--- config.mk ---
export PLATFORM = sky130hd
export DESIGN_NAME = spi_regfile_peripheral_flat
export DESIGN_NICKNAME = d
export VERILOG_FILES = /design/src/rtl/spi_regfile_peripheral_if.sv /design/src/rtl/spi_regfile_peripheral.sv /design/src/flat_wrapper.sv
export SDC_FILE = /design/constraint.sdc
export NUM_CORES = 1
export LEC_CHECK = 0
export CAP_MARGIN = 10
export CORE_ASPECT_RATIO = 0.8
export CORE_UTILIZATION = 45
export CTS_BUF_LIST = sky130_fd_sc_hd__clkbuf_2 sky130_fd_sc_hd__clkbuf_4 sky130_fd_sc_hd__clkbuf_8
export CTS_CLUSTER_DIAMETER = 200
export DETAILED_ROUTE_END_ITERATION = 8
export PLACE_DENSITY_LB_ADDON = 0.1
export SLEW_MARGIN = 5
export SYNTH_ARGS = -nofsm -noshare
export SYNTH_HDL_FRONTEND = slang
export SYNTH_SLANG_ARGS = --single-unit
--- constraint.sdc ---
create_clock -name clk -period 3.5 [get_ports clk]
set_input_delay 0.525 -clock clk [delete_from_list [all_inputs] [get_ports clk]]
set_output_delay 0.525 -clock clk [all_outputs]
set_load 0.03 [all_outputs]
--- src/rtl/spi_regfile_peripheral_if.sv ---
// SPI pin bundle between an external controller and the register-file peripheral.
// The master modport is the controller side; the slave modport is the peripheral side.
interface spi_regfile_peripheral_if;
  logic cs_n;
  logic sclk;
  logic copi;
  logic cipo;
  logic cipo_oe;

  modport master (output cs_n, sclk, copi, input cipo, cipo_oe);
  modport slave  (input cs_n, sclk, copi, output cipo, cipo_oe);
endinterface

--- src/rtl/spi_regfile_peripheral.sv ---
// SPI mode-0 register-file peripheral, all pins oversampled in the clk domain.
// Writes commit 3 clk edges after cs_n is first sampled high; no backpressure, sclk <= clk/8.
module spi_regfile_peripheral #(
  parameter int NUM_REGS = 5,
  parameter int DATA_W   = 8,
  parameter int ADDR_W   = 7
) (
  input  logic                       clk,
  input  logic                       rst_n,
  spi_regfile_peripheral_if.slave    spi,
  output logic [NUM_REGS*DATA_W-1:0] regs_o,
  output logic                       wr_strobe,
  output logic [ADDR_W-1:0]          wr_addr,
  output logic                       frame_err
);

  localparam int CMD_LEN   = 1 + ADDR_W;
  localparam int FRAME_LEN = CMD_LEN + DATA_W;
  localparam int CNT_MAX   = FRAME_LEN + 1;
  localparam int CNT_W     = $clog2(CNT_MAX + 1);

  typedef enum logic [1:0] {S_IDLE, S_CMD, S_DATA, S_DONE} state_t;

  state_t               state, state_nx;
  logic [2:0]           cs_s, sclk_s;
  logic [1:0]           copi_s;
  logic [1:0]           sync_vld;
  logic                 armed;
  logic                 cs_fall, cs_rise, sclk_rise, sclk_fall, rise_ev, fall_ev, copi_b;
  logic [CNT_W-1:0]     cnt;
  logic [FRAME_LEN-1:0] sh;
  logic [DATA_W-1:0]    rd_sh, rd_word;
  logic                 oe_q;
  logic [ADDR_W:0]      hdr;
  logic                 hdr_rw;
  logic [ADDR_W-1:0]    hdr_addr, fr_addr, commit_addr;
  logic                 fr_rw, frame_ok, addr_ok, end_frame;
  logic [DATA_W-1:0]    fr_dat, commit_dat;
  logic                 commit_wr_nx, commit_err_nx, commit_wr, commit_err;
  logic [DATA_W-1:0]    regs [NUM_REGS];

  // sync_vld tracks when cs_s[1] holds a real pin sample; armed then requires a genuine
  // high level so a frame already under way at reset release is never joined.
  always_ff @(posedge clk or negedge rst_n) begin
    if (!rst_n) begin
      cs_s     <= 3'b111;
      sclk_s   <= '0;
      copi_s   <= '0;
      sync_vld <= '0;
      armed    <= 1'b0;
    end else begin
      cs_s     <= {cs_s[1:0], spi.cs_n};
      sclk_s   <= {sclk_s[1:0], spi.sclk};
      copi_s   <= {copi_s[0], spi.copi};
      sync_vld <= {sync_vld[0], 1'b1};
      armed    <= armed | (sync_vld[1] & cs_s[1]);
    end
  end

  assign cs_fall   = armed & cs_s[2] & ~cs_s[1];
  assign cs_rise   = ~cs_s[2] & cs_s[1];
  assign sclk_rise = sclk_s[1] & ~sclk_s[2];
  assign sclk_fall = ~sclk_s[1] & sclk_s[2];
  assign rise_ev   = sclk_rise & ~cs_rise;
  assign fall_ev   = sclk_fall & ~cs_rise;
  assign copi_b    = copi_s[1];

  // Header as it stands including the bit arriving on this rising edge.
  assign hdr      = {sh[ADDR_W-1:0], copi_b};
  assign hdr_rw   = hdr[ADDR_W];
  assign hdr_addr = hdr[ADDR_W-1:0];

  assign fr_rw     = sh[FRAME_LEN-1];
  assign fr_addr   = sh[DATA_W +: ADDR_W];
  assign fr_dat    = sh[DATA_W-1:0];
  assign frame_ok  = (cnt == CNT_W'(FRAME_LEN));
  assign addr_ok   = ({1'b0, fr_addr} < (ADDR_W+1)'(NUM_REGS));
  assign end_frame = (state != S_IDLE) && cs_rise;

  always_comb begin
    rd_word = '0;
    for (int i = 0; i < NUM_REGS; i++) begin
      if (hdr_addr == ADDR_W'(i)) rd_word = regs[i];
    end
  end

  always_comb begin
    state_nx      = state;
    commit_wr_nx  = 1'b0;
    commit_err_nx = 1'b0;
    case (state)
      S_IDLE: if (cs_fall) state_nx = S_CMD;
      S_CMD: begin
        if (cs_rise) state_nx = S_IDLE;
        else if (rise_ev && cnt == CNT_W'(CMD_LEN - 1)) state_nx = S_DATA;
      end
      S_DATA: begin
        if (cs_rise) state_nx = S_IDLE;
        else if (rise_ev && cnt == CNT_W'(FRAME_LEN - 1)) state_nx = S_DONE;
      end
      S_DONE: if (cs_rise) state_nx = S_IDLE;
      default: state_nx = S_IDLE;
    endcase
    if (end_frame) begin
      commit_wr_nx  = frame_ok & fr_rw & addr_ok;
      commit_err_nx = ~frame_ok;
    end
  end

  always_ff @(posedge clk or negedge rst_n) begin
    if (!rst_n) state <= S_IDLE;
    else        state <= state_nx;
  end

  always_ff @(posedge clk or negedge rst_n) begin
    if (!rst_n) begin
      cnt         <= '0;
      sh          <= '0;
      rd_sh       <= '0;
      oe_q        <= 1'b0;
      commit_wr   <= 1'b0;
      commit_err  <= 1'b0;
      commit_addr <= '0;
      commit_dat  <= '0;
      wr_strobe   <= 1'b0;
      frame_err   <= 1'b0;
      wr_addr     <= '0;
      for (int i = 0; i < NUM_REGS; i++) regs[i] <= '0;
    end else begin
      if (state == S_IDLE) cnt <= '0;
      else if (rise_ev && cnt != CNT_W'(CNT_MAX)) cnt <= cnt + CNT_W'(1);

      if (state != S_IDLE && rise_ev) sh <= {sh[FRAME_LEN-2:0], copi_b};

      // The falling edge right after the last header bit must not shift: the MSB has
      // to stay on cipo until the controller samples it on the first data rising edge.
      if (state == S_CMD && state_nx == S_DATA) rd_sh <= rd_word;
      else if (state == S_DATA && fall_ev && cnt > CNT_W'(CMD_LEN)) rd_sh <= rd_sh << 1;

      oe_q <= (state_nx == S_DATA) && ((state == S_DATA) ? oe_q : ~hdr_rw);

      commit_wr  <= commit_wr_nx;
      commit_err <= commit_err_nx;
      if (commit_wr_nx) begin
        commit_addr <= fr_addr;
        commit_dat  <= fr_dat;
      end

      wr_strobe <= commit_wr;
      frame_err <= commit_err;
      if (commit_wr) begin
        wr_addr <= commit_addr;
        for (int i = 0; i < NUM_REGS; i++) begin
          if (commit_addr == ADDR_W'(i)) regs[i] <= commit_dat;
        end
      end
    end
  end

  assign spi.cipo_oe = oe_q;
  assign spi.cipo    = oe_q & rd_sh[DATA_W-1];

  for (genvar g = 0; g < NUM_REGS; g++) begin : g_flat
    assign regs_o[g*DATA_W +: DATA_W] = regs[g];
  end

endmodule

--- src/flat_wrapper.sv ---
// flat-port wrapper written by rule: the top's interface ports become plain ports
module spi_regfile_peripheral_flat 
#(
  parameter int NUM_REGS = 5,
  parameter int DATA_W   = 8,
  parameter int ADDR_W   = 7
)
  (clk, rst_n, regs_o, wr_strobe, wr_addr, frame_err, spi_cs_n, spi_sclk, spi_copi, spi_cipo, spi_cipo_oe);
  spi_regfile_peripheral_if spi_i ();
  input  logic clk;
  input  logic rst_n;
  output logic [NUM_REGS*DATA_W-1:0] regs_o;
  output logic wr_strobe;
  output logic [ADDR_W-1:0] wr_addr;
  output logic frame_err;
  input wire logic [$bits(spi_i.cs_n)-1:0] spi_cs_n;
  input wire logic [$bits(spi_i.sclk)-1:0] spi_sclk;
  input wire logic [$bits(spi_i.copi)-1:0] spi_copi;
  output wire logic [$bits(spi_i.cipo)-1:0] spi_cipo;
  output wire logic [$bits(spi_i.cipo_oe)-1:0] spi_cipo_oe;
  assign spi_i.cs_n = spi_cs_n;
  assign spi_i.sclk = spi_sclk;
  assign spi_i.copi = spi_copi;
  assign spi_cipo = spi_i.cipo;
  assign spi_cipo_oe = spi_i.cipo_oe;
  spi_regfile_peripheral #(.NUM_REGS(NUM_REGS), .DATA_W(DATA_W), .ADDR_W(ADDR_W)) u_core (.clk(clk), .rst_n(rst_n), .spi(spi_i), .regs_o(regs_o), .wr_strobe(wr_strobe), .wr_addr(wr_addr), .frame_err(frame_err));
endmodule
# Word level (Yosys, flattened, before mapping)
# Cells that the tools add are included.
# Widths: inputs -> output; s select.
[classes]
addsub = 1
order_cmp = 2
eq_ne = 16
n_mux = 19
n_bitwise = 19
reduce_logical = 20
[op_table]
columns = ["cell", "n"]
rows = [
  ["$mux 8", 7],
  ["$eq 7x2->1 const B", 4],
  ["$eq 7x1->1 const B", 2],
  ["$eq 7x3->1 const B", 2],
  ["$logic_not 7->1", 2],
  ["$mux 2", 6],
  ["$and 1x1->1", 11],
  ["$mux 5", 2],
  ["$reduce_and 2->1", 5],
  ["$logic_and 1x1->1", 9],
  ["$pmux 2 s4", 1],
  ["$lt 7x3->1 const B", 1],
  ["$not 1->1", 7],
  ["$eq 2x2->1 const B", 3],
  ["$reduce_bool 2->1", 3],
  ["$add 5x1->5 const B", 1],
  ["$eq 5x3->1 const B", 1],
  ["$eq 5x4->1 const B", 1],
  ["$eq 5x5->1 const B", 1],
  ["$gt 5x4->1 const B", 1],
  ["$ne 5x5->1 const B", 1],
  ["$mux 1", 3],
  ["$eq 2x1->1 const B", 1],
  ["$logic_not 2->1", 1],
  ["$or 1x1->1", 1],
]
[totals]
reg_bits = 109
in_bits = 5
out_inout_bits = 51
wordCells = 99

# Longest topological paths before layout
[depth]
depth_word = 11
depth_mapped = 7
ltp_nobuf = 7

# Worst setup path after synthesis
# OpenSTA, ideal clock, no wires.
[synth_path]
path_type = "flip-flop to flip-flop"
start = "register u_core.cs_s[2]"
end = "register u_core.rd_sh[7]"
setup_ns = 0.126
arrival_time_ns = 1.915
required_time_ns = 3.374
slack_ns = 1.459
path_stages_with_launch = 6
n_path_buf = 0
synth_period_minus_slack_ns = 2.041
cell_sequence = "dfstp_2 > and2b_1 > or4b_1 > a21oi_4 > nor2_1 > a221o_1"
[synth_between]
elab_chain_cells = 11
word_cells_on_any_way = 22
cone_classes = "1 x eq/ne; 8 x mux; 7 x bitwise; 6 x reduce/logical"
[synth_rtl]
columns = ["item", "line_no", "rtl"]
rows = [
  ["from (decl)", "spi_regfile_peripheral.sv:25", "logic [2:0] cs_s, sclk_s;"],
  ["from (signal assigned)", "spi_regfile_peripheral.sv:52", "cs_s <= {cs_s[1:0], spi.cs_n};"],
  ["$not 1->1", "spi_regfile_peripheral.sv:61", "assign cs_rise = ~cs_s[2] & cs_s[1];"],
  ["$and 1x1->1", "spi_regfile_peripheral.sv:61", ""],
  ["$not 1->1", "spi_regfile_peripheral.sv:64, spi_regfile_peripheral.sv:65", ""],
  ["$and 1x1->1", "spi_regfile_peripheral.sv:64", "assign rise_ev = sclk_rise & ~cs_rise;"],
  ["$logic_and 1x1->1 (on tied branches)", "spi_regfile_peripheral.sv:99, spi_regfile_peripheral.sv:95", ""],
  ["$mux 2 (on tied branches)", "spi_regfile_peripheral.sv:99, spi_regfile_peripheral.sv:95", ""],
  ["$mux 2 (on tied branches)", "spi_regfile_peripheral.sv:98, spi_regfile_peripheral.sv:94", ""],
  ["$pmux 2 s4", "spi_regfile_peripheral.sv:91", "case (state)"],
  ["$eq 2x2->1", "spi_regfile_peripheral.sv:137", "if (state == S_CMD && state_nx == S_DATA) rd_sh <= rd_word;"],
  ["$logic_and 1x1->1", "spi_regfile_peripheral.sv:137", ""],
  ["$mux 8 / $reduce_bool 2->1 (equally long branches)", "--", ""],
  ["to (signal assigned)", "spi_regfile_peripheral.sv:137", ""],
  ["to (signal assigned)", "spi_regfile_peripheral.sv:138", "else if (state == S_DATA && fall_ev && cnt > CNT_W'(CMD_LEN)) rd_sh <= rd_sh << 1;"],
  ["to (decl)", "spi_regfile_peripheral.sv:32", "logic [DATA_W-1:0] rd_sh, rd_word;"],
]
# Several ways; a longest one is shown, not always the timed one.
# A chain may end at the register's enable or synchronous reset.

# Worst setup path in the final report
[layout_path]
start = "register u_core.commit_addr[3]"
end = "register u_core.regs, in the netlist u_core.regs_o[13]"
[layout_between]
elab_chain_cells = 2
[layout_rtl]
columns = ["item", "line_no", "rtl"]
rows = [
  ["from (decl)", "spi_regfile_peripheral.sv:36", "logic [ADDR_W-1:0] hdr_addr, fr_addr, commit_addr;"],
  ["from (signal assigned)", "spi_regfile_peripheral.sv:145", "commit_addr <= fr_addr;"],
  ["$eq 7x1->1", "spi_regfile_peripheral.sv:154", "if (commit_addr == ADDR_W'(i)) regs[i] <= commit_dat;"],
  ["$reduce_and 2->1 (no source line)", "--", ""],
  ["to (signal, indexed assignment)", "spi_regfile_peripheral.sv:154", ""],
  ["to (decl)", "spi_regfile_peripheral.sv:40", "logic [DATA_W-1:0] regs [NUM_REGS];"],
]
# No other way between the ends.

==> metrics.csv <==
stage;metric;value;unit
drt;Vias per Instance;5.404;
floorplan;Die Wd;114.8;µm
power;worst vdd ir;385.4;µV
power;Clk pwr share;32.3;%
cells_and_area;fillcell total;859;
synthesis;syn avg cell area;13.72;µm²
floorplan;Die ar.;10590;µm²
worst_hold_path;WHS Path Cells;0;
placed_design;HPWL Detailed;6339;µm
global_route;Congestion Overflow GR;0;
cells_and_area;Seq. cell area;2731;µm²
clock_network;worst-skew pair later-pin latency;0.38;ns
timing;Final TNS setup;0;ns
placed_design;post-placement cell count;518;
timing;Worst Tran Pin Value;0.9893;ns
placed_design;# port buffers;55;
drt;Pre-Repair DR Iteration Count;4;
setup_path;critical path endpoint category;flop;
clock_network;TritonCTS buffer count;9;
synthesis;top post-synthesis cells by area;dfrtp_1 (58%), mux2_2 (18%), mux2i_1 (4.6%), o21ai_0 (2.4%), dfstp_2 (1.7%);
synthesis;biggest area consumer among synthesized cells;dfrtp_1;
setup_path;critical-path maximum fanout;8;
cells_and_area;share of cells above drive strength 1;28.32;%
flow_run;max-cap viol count;0;
cells_and_area;Ant. Diodes;0;
timing;Tmin final;2.440;ns
drt;DRC violations left;0;
global_route;initial antenna violation count;0;
power;Switching Share;26.74;%
global_route;first-pass GRT wire length;15570;µm
run_status;status;complete, no violations;
floorplan;Initial Utilization;46.91;%
timing;Final Max Slew Viols;0;
cells_and_area;nets@finish;403;
power;sequential power share;58.9;%
global_route;vias in the first global route;2822;
drt;Routed Antenna Nets;0;
placed_design;GPL Wtd Cong;0.7485;
setup_path;r2r setup slk;1.06;ns
synthesis;Yosys reg bits;109;
cells_and_area;Cell Count, Final, Fillers Out;535;
setup_path;FF-to-FF path depth;4;
drt;DR iter-0 viols;157;
timing;Setup Viol. Count Final;0;
worst_hold_path;launch point of the worst hold path;u_core.sclk_s[0]$_DFF_PN0_;
setup_path;CP Launch Point;u_core.commit_addr[3]$_DFFE_PN0P_;
floorplan;Die Ht;92.27;µm
timing;Hold Vio Cnt, Final;0;
cells_and_area;Multi-input gate area;1782;µm²
clock_network;Worst-path clk slew;0.10;ns
synthesis;Compound-Gate Fraction of Synth Area;5.951;%
setup_path;reg-to-reg endpoint;u_core.regs_o[13]$_DFFE_PN0P_;
power;power share of the combinational group;8.8;%
setup_path;CP arrival;2.70;ns
timing;Max Freq;409.8;MHz
drt;Routed WL per cell;17.72;µm
power;NetSw;634.2;µW
synthesis;area fraction of the dominant cell type after synthesis;57.88;%
synthesis;Seq/Total Area, Yosys;59.60;%
floorplan;Core Footprint;9769;µm²
clock_network;Clk Tree Root Cell;clkbuf_8;
synthesis;adder-cell area share of the yosys netlist;1.092;%
global_route;largest net degree at the start of global routing;96;
floorplan;Core Rows;32;
setup_path;worst setup path class;flop to flop;
worst_hold_path;hold worst-path end;u_core.sclk_s[1]$_DFF_PN0_;
power;pwr dens;430.3;nW/µm²
synthesis;post-synth cell types;46;
setup_path;Worst EP required;3.76;ns
clock_network;CTS tree;yes;
floorplan;I/O pin count;56;
synthesis;top_reg_cell synth;dfrtp_1;
synthesis;Synthesis Warnings;0;
clock_network;CTS max path bufs;2;
worst_hold_path;Tightest Hold Check Type;flop to flop;
cells_and_area;commonest non-fill, non-tap cells in the layout;dfrtp_1 (106), mux2_2 (74), clkdlybuf4s50_1 (54);
timing;Setup Skew;0.01460;ns
synthesis;largest family of logic cells by synthesized area;multiplexers;
synthesis;XOR/XNOR share of the synthesized area;0.1911;%
cells_and_area;Area Growth Syn to Fin;20.26;%
timing;Rel. slew slack;33.76;%
synthesis;Cells after Synth;334;
setup_path;Critical R2R Launch;u_core.commit_addr[3]$_DFFE_PN0P_;
synthesis;Synth Cell Area;4583;µm²
timing;unrepaired setup endpoints after global routing;false;
drt;total wire length;9482;µm
global_route;Total GRT Usage;19.96;%
drt;Via Count;2891;
clock_network;H-tree levels;3;
synthesis;Synth async-reset ratio;100.0;%
power;P_leak;2.512;nW
clock_network;Sink Count;109;
clock_network;Post-CTS Resized;0;
setup_path;startpoint types;flop;
cells_and_area;commonest non-fill, non-tap cell in the layout;dfrtp_1;
synthesis;Post-Synth Simple-Gate Area;8.299;%
synthesis;number of flops mapped to enable cells by yosys;0;
timing;period utilization;69.72;%
synthesis;syn_nets;343;
power;P_int;1.737;mW
synthesis;proportion of synthesized area in mux cells;23.26;%
[critical path, cell delays in order, from the launching register on]
cell and delay, ns:
dfrtp_1 0.40, nor4_1 0.40, nand3b_1 0.24, nor3b_2 0.87, mux2_2 0.41
[repair_timing]
item,in CTS,in global routing
hold buffers,1,0
hold endpoints to repair,14,0
buffers inserted,0,0
[Yosys cell counts, types with 2 or more instances]
cell	count
clkbuf_1	9
ha_1	4
inv_1	6
mux2i_1	21
nor4_1	3
nand2_1	13
nand2b_1	2
nand3_1	2
nor3_1	3
o22ai_1	6
nor3_2	3
nor2_1	14
and2_1	2
a31oi_1	3
a21oi_1	3
dfrtp_1	106
nor2b_1	6
mux2_2	74
nor3b_2	2
a211oi_1	2
o21ai_0	22
buf_2	2
dfstp_2	3
[cells by family after synthesis]
| logic type | count (synthesis) |
|---|---|
| mux | 96 |
| fa+ha+maj | 4 |
| other cells | 1 |
| compound gates | 43 |
| flops | 109 |
| simple gates | 62 |
| buf+inv | 18 |
| xor+xnor | 1 |
[layout make-up]
type                       instances  share of cell area (%)
clock buffer                       9                   2.247
sequential                       109                   49.56
tap                              136                   3.087
timing repair buffer              61                   11.03
multi-input combinational        207                   32.33
inverter                           6                  0.4086
clock inverter                     7                   1.339
[flip-flops by register name, summed over array words and instances, names as in the netlist, 3 cells and up]
signal and flops:
u_core.regs_o 40, u_core.sh 16, u_core.commit_dat 8, u_core.rd_sh 8, u_core.commit_addr 7, u_core.wr_addr 7, u_core.cnt 5, u_core.cs_s 3
u_core.sclk_s 3
[through the flow]
| step | util (%) | hold WS (ns) | cell area (µm²) | power, mW | setup slack [ns] |
|---|---|---|---|---|---|
| after global placement | 54.29 | 0.3329 | 5304 | 1.628 | 1.160 |
| after detailed placement | 54.29 | 0.3370 | 5304 | 1.630 | 1.093 |
| after global routing | 56.42 | 0.3741 | 5512 | 2.478 | 0.9583 |
| final | 56.42 | 0.3618 | 5512 | 2.372 | 1.060 |
| after floorplan | - | 0.2294 | 4583 | 1.530 | 1.459 |
| after CTS | 56.42 | 0.3690 | 5512 | 2.400 | 1.073 |
[how the worst max path moves through the flow]
stage,slack (ns),endpoint
3_3_place_gp,1.16,u_core.regs_o[10]$_DFFE_PN0P_
5_1_grt,0.96,u_core.regs_o[8]$_DFFE_PN0P_
6_report,1.06,u_core.regs_o[13]$_DFFE_PN0P_
2_1_floorplan,1.46,u_core.rd_sh[7]$_DFFE_PN0P_
3_5_place_dp,1.09,u_core.regs_o[14]$_DFFE_PN0P_
4_1_cts,1.07,u_core.regs_o[14]$_DFFE_PN0P_
[per-layer routing]
layer / global-route usage (%) / vias up / routed length [µm]
li1: - / 1321 / -
met1: 30.75 / 1511 / 4999
met2: 26.67 / 48 / 3964
met3: 5.816 / 11 / 398
met4: 6.169 / 0 / 119
met5: 0 / - / 0
[power by group through the flow]
stage | registers, mW | logic, mW | clock network [mW]
after floorplan | 1.36 | 0.168 | 0
after global placement | 1.42 | 0.210 | 0
after detailed placement | 1.42 | 0.210 | 0
after CTS | 1.39 | 0.212 | 0.794
after global routing | 1.40 | 0.233 | 0.841
final | 1.40 | 0.209 | 0.765
Note: power is estimated with default switching activity, not from simulation.
